<file path="src/rtl/fib_pkg.sv">
// rtl/fib_pkg.sv - shared constants and FSM state type for the Fibonacci index decoder
//
// Purpose: index width, largest 32-bit Fibonacci index, and the decoder state enum.
// Ports: none (package).
package fib_pkg;

  localparam int FIB_IDX_W   = 6;
  localparam int FIB_MAX_IDX = 47;

  typedef enum logic [1:0] {
    ST_IDLE   = 2'd0,
    ST_SEARCH = 2'd1,
    ST_DONE   = 2'd2
  } fib_state_t;

endpackage

</file>
<file path="src/rtl/fib_pair_gen.sv">
// rtl/fib_pair_gen.sv - prev/curr Fibonacci register pair with load and advance controls
//
// Purpose: holds two consecutive Fibonacci terms; load seeds F(0)/F(1), advance steps by one.
// Ports:
//   clk        clock
//   rst        synchronous active-high reset, clears both terms
//   i_load     seed prev=F(0), curr=F(1)
//   i_advance  prev<=curr, curr<=prev+curr
//   o_prev     current term F(idx)
//   o_curr     next term F(idx+1)
module fib_pair_gen #(
  parameter int WIDTH = 32
) (
  input  logic             clk,
  input  logic             rst,
  input  logic             i_load,
  input  logic             i_advance,
  output logic [WIDTH-1:0] o_prev,
  output logic [WIDTH-1:0] o_curr
);

  logic [WIDTH-1:0] r_prev;
  logic [WIDTH-1:0] r_curr;
  logic [WIDTH-1:0] w_sum;

  // Sum is kept at WIDTH bits; the carry out is discarded. The only wrapped
  // value ever produced lands in curr after reaching F(47), and the decoder
  // stops before it could be shifted into prev and compared.
  assign w_sum = r_prev + r_curr;

  always_ff @(posedge clk) begin
    if (rst) begin
      r_prev <= '0;
      r_curr <= '0;
    end else if (i_load) begin
      r_prev <= '0;
      r_curr <= WIDTH'(1);
    end else if (i_advance) begin
      r_prev <= r_curr;
      r_curr <= w_sum;
    end
  end

  assign o_prev = r_prev;
  assign o_curr = r_curr;

endmodule

</file>
<file path="src/rtl/fibonacci_index_decoder.sv">
// rtl/fibonacci_index_decoder.sv - finds the Fibonacci index of a 32-bit target value
//
// Purpose: accepts a target, walks F(0), F(1), ... one term per cycle and reports
//          whether the target is a Fibonacci number and the matching (or next larger) index.
// Ports:
//   clk         clock
//   rst         synchronous active-high reset
//   in_valid    request present
//   in_ready    ready for a request (IDLE only)
//   in_value    target value
//   out_valid   result present (DONE only)
//   out_ready   consumer takes the result
//   out_is_fib  target equals some F(k)
//   out_index   k on a hit, index of smallest larger term on a miss (48 past F(47))
module fibonacci_index_decoder
  import fib_pkg::*;
#(
  parameter int WIDTH = 32
) (
  input  logic                 clk,
  input  logic                 rst,
  input  logic                 in_valid,
  output logic                 in_ready,
  input  logic [WIDTH-1:0]     in_value,
  output logic                 out_valid,
  input  logic                 out_ready,
  output logic                 out_is_fib,
  output logic [FIB_IDX_W-1:0] out_index
);

  fib_state_t             r_state;
  fib_state_t             w_next_state;
  logic [WIDTH-1:0]       r_target;
  logic [FIB_IDX_W-1:0]   r_idx;
  logic                   r_out_is_fib;
  logic [FIB_IDX_W-1:0]   r_out_index;

  logic [WIDTH-1:0]       w_prev;
  logic [WIDTH-1:0]       w_curr;
  logic                   w_load;
  logic                   w_advance;
  logic                   w_resolve;
  logic                   w_hit;
  logic [FIB_IDX_W-1:0]   w_res_index;
  logic                   w_eq;
  logic                   w_gt;

  fib_pair_gen #(.WIDTH(WIDTH)) u_pair (
    .clk       (clk),
    .rst       (rst),
    .i_load    (w_load),
    .i_advance (w_advance),
    .o_prev    (w_prev),
    .o_curr    (w_curr)
  );

  assign w_eq = (w_prev == r_target);
  assign w_gt = (w_prev >  r_target);

  always_ff @(posedge clk) begin
    if (rst) begin
      r_state <= ST_IDLE;
    end else begin
      r_state <= w_next_state;
    end
  end

  always_comb begin
    w_next_state = r_state;
    w_load       = 1'b0;
    w_advance    = 1'b0;
    w_resolve    = 1'b0;
    w_hit        = 1'b0;
    w_res_index  = '0;
    case (r_state)
      ST_IDLE: begin
        if (in_valid) begin
          w_load       = 1'b1;
          w_next_state = ST_SEARCH;
        end
      end
      ST_SEARCH: begin
        if (w_eq) begin
          w_resolve    = 1'b1;
          w_hit        = 1'b1;
          w_res_index  = r_idx;
          w_next_state = ST_DONE;
        end else if (w_gt) begin
          w_resolve    = 1'b1;
          w_res_index  = r_idx;
          w_next_state = ST_DONE;
        end else if (r_idx == FIB_IDX_W'(FIB_MAX_IDX)) begin
          // Target lies above F(47): the next term does not fit in 32 bits.
          w_resolve    = 1'b1;
          w_res_index  = FIB_IDX_W'(FIB_MAX_IDX + 1);
          w_next_state = ST_DONE;
        end else begin
          w_advance    = 1'b1;
        end
      end
      ST_DONE: begin
        if (out_ready) begin
          w_next_state = ST_IDLE;
        end
      end
      default: begin
        w_next_state = ST_IDLE;
      end
    endcase
  end

  always_ff @(posedge clk) begin
    if (rst) begin
      r_target     <= '0;
      r_idx        <= '0;
      r_out_is_fib <= 1'b0;
      r_out_index  <= '0;
    end else begin
      if (w_load) begin
        r_target     <= in_value;
        r_idx        <= '0;
        r_out_is_fib <= 1'b0;
        r_out_index  <= '0;
      end else if (w_advance) begin
        r_idx <= r_idx + FIB_IDX_W'(1);
      end
      if (w_resolve) begin
        r_out_is_fib <= w_hit;
        r_out_index  <= w_res_index;
      end
    end
  end

  assign in_ready   = (r_state == ST_IDLE);
  assign out_valid  = (r_state == ST_DONE);
  assign out_is_fib = r_out_is_fib;
  assign out_index  = r_out_index;

endmodule

</file>
<file path="config.mk">
export PLATFORM = sky130hd
export DESIGN_NAME = fibonacci_index_decoder
export DESIGN_NICKNAME = d
export VERILOG_FILES = /design/src/rtl/fib_pkg.sv /design/src/rtl/fib_pair_gen.sv /design/src/rtl/fibonacci_index_decoder.sv
export SDC_FILE = /design/constraint.sdc
export NUM_CORES = 1
export LEC_CHECK = 0
export ABC_AREA = 1
export CORE_UTILIZATION = 40
export CTS_BUF_LIST = sky130_fd_sc_hd__clkbuf_2 sky130_fd_sc_hd__clkbuf_4 sky130_fd_sc_hd__clkbuf_8
export CTS_CLUSTER_DIAMETER = 120
export DETAILED_ROUTE_END_ITERATION = 7
export PLACE_DENSITY = 0.66
export SETUP_SLACK_MARGIN = 0.3
export SLEW_MARGIN = 20
export SYNTH_ARGS = -nofsm -noshare
export SYNTH_HDL_FRONTEND = slang
export SYNTH_SLANG_ARGS = --single-unit
export TNS_END_PERCENT = 100
</file>
<file path="constraint.sdc">
create_clock -name clk -period 4.5 [get_ports clk]
set_input_delay 0.45 -clock clk [delete_from_list [all_inputs] [get_ports clk]]
set_output_delay 0.45 -clock clk [all_outputs]
set_load 0.05 [all_outputs]
</file>
After elaboration in Yosys (flattened, before gate mapping)
Index checks and enable logic that the tools add are counted.
Word-level totals
  register bits: 111
  latch bits: 0
  memory bits (writable): 0
  bits in read-only memories: 0
  bits of input ports: 36
  output and inout port bits: 9
  logic and storage cells: 51
  memories: 0
Cells by class
  add/subtract/negate cells: 2
  $mul: 0
  div/mod/pow operators: 0
  $lt $le $gt $ge: 1
  equality and inequality tests: 7
  shifts and indexed selects: 0
  mux-type cells: 28
  bitwise gates (word level): 0
  reductions and logical operators: 5
Operators with widths (count)
  $mux 6: 6
  $add 32x32->32: 1
  $eq 32x32->1: 1
  $gt 32x32->1: 1
  $mux 1: 16
  $mux 2: 5
  $add 6x1->6 const B: 1
  $eq 6x6->1 const B: 1
  $pmux 2 s3: 1
  $ne 4x4->1 const B: 1
  $reduce_bool 2->1: 2
  $reduce_and 3->1: 1
  $eq 2x1->1 const B: 1
  $eq 2x2->1 const B: 1
  $logic_not 2->1: 1
  $ne 2x1->1 const B: 1
  $ne 2x2->1 const B: 1
  $reduce_or 2->1: 1

Longest topological paths before layout
  word-level depth: 7
  depth in mapped cells: 18
  gate-level depth less buffers: 17

Hierarchy
A second synthesis with hierarchy kept.
Second synthesis, totals
  cells, all modules: 1136
  area total of the unflattened synthesis: 7319.5 um2
By module, submodules not included
  fib_pair_gen: instances 1, cells each 798, area each 4738.3 um2, seq. area each 1281.2 um2
  fibonacci_index_decoder: instances 1, cells each 338, area each 2581.2 um2, seq. area each 940.9 um2

Worst setup path before layout
OpenSTA, ideal clock, no wires.
  kind: reg-to-reg
  start point: reg r_state[1]
  end point: reg u_pair.r_prev[13] (netlist: u_pair.o_prev[13])
  setup time: 0.116 ns
  data arrival time: 1.997 ns
  data required time: 4.384 ns
  setup slack: 2.387 ns
  cell stages (with the launch flop): 9
  buffers on the path: 2
  clock period less this slack: 2.113 ns
  cells stage by stage: dfxtp_1 -> nor2_1 -> nand2_1 -> inv_1 -> nor2_1 -> buf_2 -> clkbuf_1 -> o21ai_0 -> nor2_1
On the way
  longest elaborated chain between the ends: 3
  elaborated cells on any way between the ends: 5
  classes of those cells: eq/ne (1); mux (2); reduce/logical (2)
RTL lines
  start, declared: line fibonacci_index_decoder.sv:31  | fib_state_t r_state;
  start signal, assigned: line fibonacci_index_decoder.sv:64  | r_state <= w_next_state;
  $logic_not 2->1
  named net in_ready: line fibonacci_index_decoder.sv:23  | output logic in_ready,
  $mux 1: line fibonacci_index_decoder.sv:75  | case (r_state)
  $reduce_or 2->1 (no line)
  end signal, assigned: line fib_pair_gen.sv:39  | r_prev <= r_curr;
  end, declared: line fib_pair_gen.sv:22  | logic [WIDTH-1:0] r_prev;
The timed path passes the listed nets, and every way through them passes these cells.
A chain may end at the register's enable or synchronous reset.

Final worst setup path
  start point: reg r_target[15]
  end point: reg u_pair.r_curr[20] (netlist: u_pair.o_curr[20])
On the way
  longest elaborated chain between the ends: 4
  elaborated cells on any way between the ends: 5
  classes of those cells: order compare (1); eq/ne (1); mux (3)
RTL lines
  start, declared: line fibonacci_index_decoder.sv:33  | logic [WIDTH-1:0] r_target;
  start signal, assigned: line fibonacci_index_decoder.sv:120  | r_target <= in_value;
  $gt 32x32->1: line fibonacci_index_decoder.sv:58  | assign w_gt = (w_prev > r_target);
  $mux 1: line fibonacci_index_decoder.sv:88  | end else if (w_gt) begin
  $mux 1 (*): line fibonacci_index_decoder.sv:83  | if (w_eq) begin
  $mux 1 (*): line fibonacci_index_decoder.sv:75
  end signal, assigned: line fib_pair_gen.sv:40  | r_curr <= w_sum;
  end, declared: line fib_pair_gen.sv:23  | logic [WIDTH-1:0] r_curr;
Every way passes the cells marked *; elsewhere a longest branch is shown, timed or not.

==> impl_metrics.json <==
{
  "ir_drop_mv": 0.2588,
  "cts_sinks": 111,
  "h-tree-depth": 3,
  "clk_latency_ns": 0.39,
  "p_seq_share_pct": 39.3,
  "wl_met3_um": 573,
  "num_antenna_cells": 0,
  "worstMarginPinSlew_ns": 0.9299,
  "place.gp.congestion": 0.9220,
  "setup_viol": 0,
  "worst_ep_required_time_ns": 4.82,
  "dpl.hpwl_mm": 12.13,
  "outcome": "complete, no violations",
  "drt_wl_total_mm": 16.14,
  "grt_max_degree": 73,
  "async_reset_ff_share_pct": 0,
  "drc_errors": 0,
  "powerDensity_mw_per_mm2": 438.4,
  "cellInternalPower_uw": 1940,
  "synth_common_cells": "nor2_1, nand2_1, dfxtp_1, inv_1, a21oi_1",
  "synth_ff_type": "dfxtp_1",
  "maxSlewHeadroom_pct": 37.86,
  "met2_length_mm": 7.108,
  "cts_buffers": 9,
  "rsz0062_at_grt": "no",
  "die_x_um": 131.1,
  "grtUsageTotal_pct": 20.02,
  "worstPathArrival_ns": 3.30,
  "antenna_found_initial": 1,
  "wl_per_cell_um": 13.24,
  "pre_cts_slack_ns": 1.530,
  "port_buffers": 44,
  "synth-warning-count": 0,
  "vias_per_cell": 4.985,
  "yosysUniqueCellTypes": 30,
  "finalClockSkew_ns": 0.009082,
  "grt_pass1_vias": 5664,
  "gr-total-overflow": 0,
  "die_h_um": 131.1,
  "ys_seq_elements": 111,
  "tns_ns": 0,
  "synthTopCellsByArea": "dfxtp_1, ha_1, nor2_1, nand2_1, a21oi_1",
  "cts_tree": "built",
  "grt_pass1_wl_mm": 26.83,
  "power_frac_clock_pct": 20.0,
  "syn_area_mm2": 0.006661,
  "drtPass1Iterations": 8,
  "fmax_mhz": 335.6,
  "cts.clk_slew.worst_paths_ns": 0.11,
  "cp-end-kind": "register",
  "finalCriticalPeriod_ns": 2.980,
  "netlist_instances": 971,
  "coreArea_mm2": 0.01606,
  "post-route-period-util_pct": 66.21,
  "critPathMaxFanout": 38,
  "cts_root_buf": "clkbuf_8",
  "top_layer": "met5",
  "postPlaceCellArea_mm2": 0.007272,
  "syn-num-nets": 1072,
  "switchingPower_uw": 1342,
  "p_leak_uw": 0.003312,
  "dieArea_mm2": 0.01717,
  "path_class": "reg -> reg",
  "finalHoldViolCount": 0,
  "slew_viol_final": 0,
  "synth.top_cell.area_share_pct": 33.36,
  "design_area_mm2": 0.007486,
  "yosysSeqAreaShare_pct": 33.36,
  "synth.avg_cell_area_um2": 6.860,
  "hp-class": "reg -> reg",
  "postCtsSetupBuffers": 0,
  "initial_core_util_pct": 41.48,
  "syn_to_final_growth_pct": 12.38,
  "wl_met1_mm": 8.191,
  "p_sw_share_pct": 40.89,
  "first_iter_violations": 415,
  "synth_most_common_cell": "nor2_1",
  "drv_cap": 0,
  "rows": 46,
  "ios": 45,
  "combinationalPowerShare_pct": 40.7,
  "synth_enable_flop_cells": 0,
  "drive_gt1_share_pct": 2.792,
  "cts.path.max_buffers": 2,
  "start_kind": "register",
  "cts_resized": 0,
  "nNetsFinal": 1099,
  "cts_hold_buf": 0,
  "layout_setup_ws_ns": 1.520,
  "vias": 6077,
  "ant_nets": 0,
  "synth_top_area_cell": "dfxtp_1"
}
layer usage:
metal  vias to the layer above  track usage (%)
met4                         2            8.519
met2                        97            31.96
met1                      2713            27.10
met3                        21            2.597
met5                         -                0
li1                       3244                -
final timing paths:
| path | depth (start not counted) | from | slack [ns] | end |
|---|---|---|---|---|
| max | 12 | r_target[15]$_SDFFE_PP0P_ | 1.52 | u_pair.o_curr[20]$_SDFFE_PP0P_ |
| min | 2 | r_target[3]$_SDFFE_PP0P_ | 0.48 | r_target[3]$_SDFFE_PP0P_ |
| max reg2reg | 12 | r_target[15]$_SDFFE_PP0P_ | 1.52 | u_pair.o_curr[20]$_SDFFE_PP0P_ |
| min reg2reg | 2 | r_target[3]$_SDFFE_PP0P_ | 0.48 | r_target[3]$_SDFFE_PP0P_ |
cells in the final DEF (no fill, tap or decap):
master           netlist  routed
clkinv_2               0       1
or2_2                  1       1
nand3_2                1       1
o21ai_0               68      68
clkinvlp_4             0       1
inv_6                  0       1
a211oi_1              31      31
and3_1                 1       1
a21oi_1               80      80
o21ai_1               13      13
o21a_1                 4       4
clkdlybuf4s50_1        0      44
nand3_1               32      32
buf_4                  4       4
nand4_2                1       1
a21o_1                 3       3
clkbuf_8               0      11
xor2_1                18      18
nand2_2                0       1
ha_1                  64      64
nand2_1              175     174
nand3b_1               3       3
inv_8                  0       1
o21bai_1               3       3
inv_1                 92      92
nor2_4                 2       3
nand4_1                5       5
nor4_1                 2       2
a21boi_0               1       1
nor3_1                 8       8
buf_12                 0       1
xnor2_1                7       7
dfxtp_1              111     111
fa_1                   1       1
bufinv_16              0       1
nor2_1               211     210
final cells by class:
class                   instances  area, um2
inverters                      92      345.3
fillers                      1636       8572
flip-flops and latches        111       2222
clock buffers                  11      151.4
clock inverters                 5      62.56
multi-input cells             735       3944
well taps                     216      270.3
repair buffers                 49      490.5
stage by stage:
step | hold slack (ns) | power [uW] | instances | util, %
floorplan | 0.4453 | 2337 | 971 | -
global placement | 0.4627 | 2628 | 1203 | 45.29
detailed placement | 0.4666 | 2648 | 1203 | 45.29
CTS | 0.4825 | 3308 | 1219 | 46.62
global route | 0.5032 | 3577 | 1219 | 46.62
finish | 0.4796 | 3282 | 1219 | 46.62
logic make-up after synthesis:
kind of cell	count (synthesis)	synth area share (%)
xor gates and xnor gates	25	3.287
DFF	111	33.36
AOI/OAI and AO/OA	203	16.83
and+or+nand+nor	442	26.62
adders and majority gates	65	12.32
buffers and inverters	125	7.588
sequential cells by signal, summed over array words and instances (netlist names):
name / flops
u_pair.o_curr: 32
out_is_fib: 1
r_idx: 6
r_target: 32
out_index: 6
r_state: 2
u_pair.o_prev: 32
critical path, stage by stage (launching register included):
cell and delay (ns):
dfxtp_1 0.34, inv_1 0.05, ha_1 0.32, a21oi_1 0.16, o21ai_0 0.10, a21oi_1 0.14, nand2_1 0.09, nand2_1 0.15
nand4_2 0.73, buf_4 0.54, nand2_1 0.10, nand2_1 0.05, a21oi_1 0.13
power by group through the flow:
stage               logic (uW)  clock network (uW)  registers [uW]
CTS                       1340                 676            1290
global placement          1320                   0            1310
floorplan                 1070                   0            1270
finish                    1340                 656            1290
global route              1550                 715            1310
detailed placement        1340                   0            1310
Note: power is estimated with default switching activity, not from simulation.
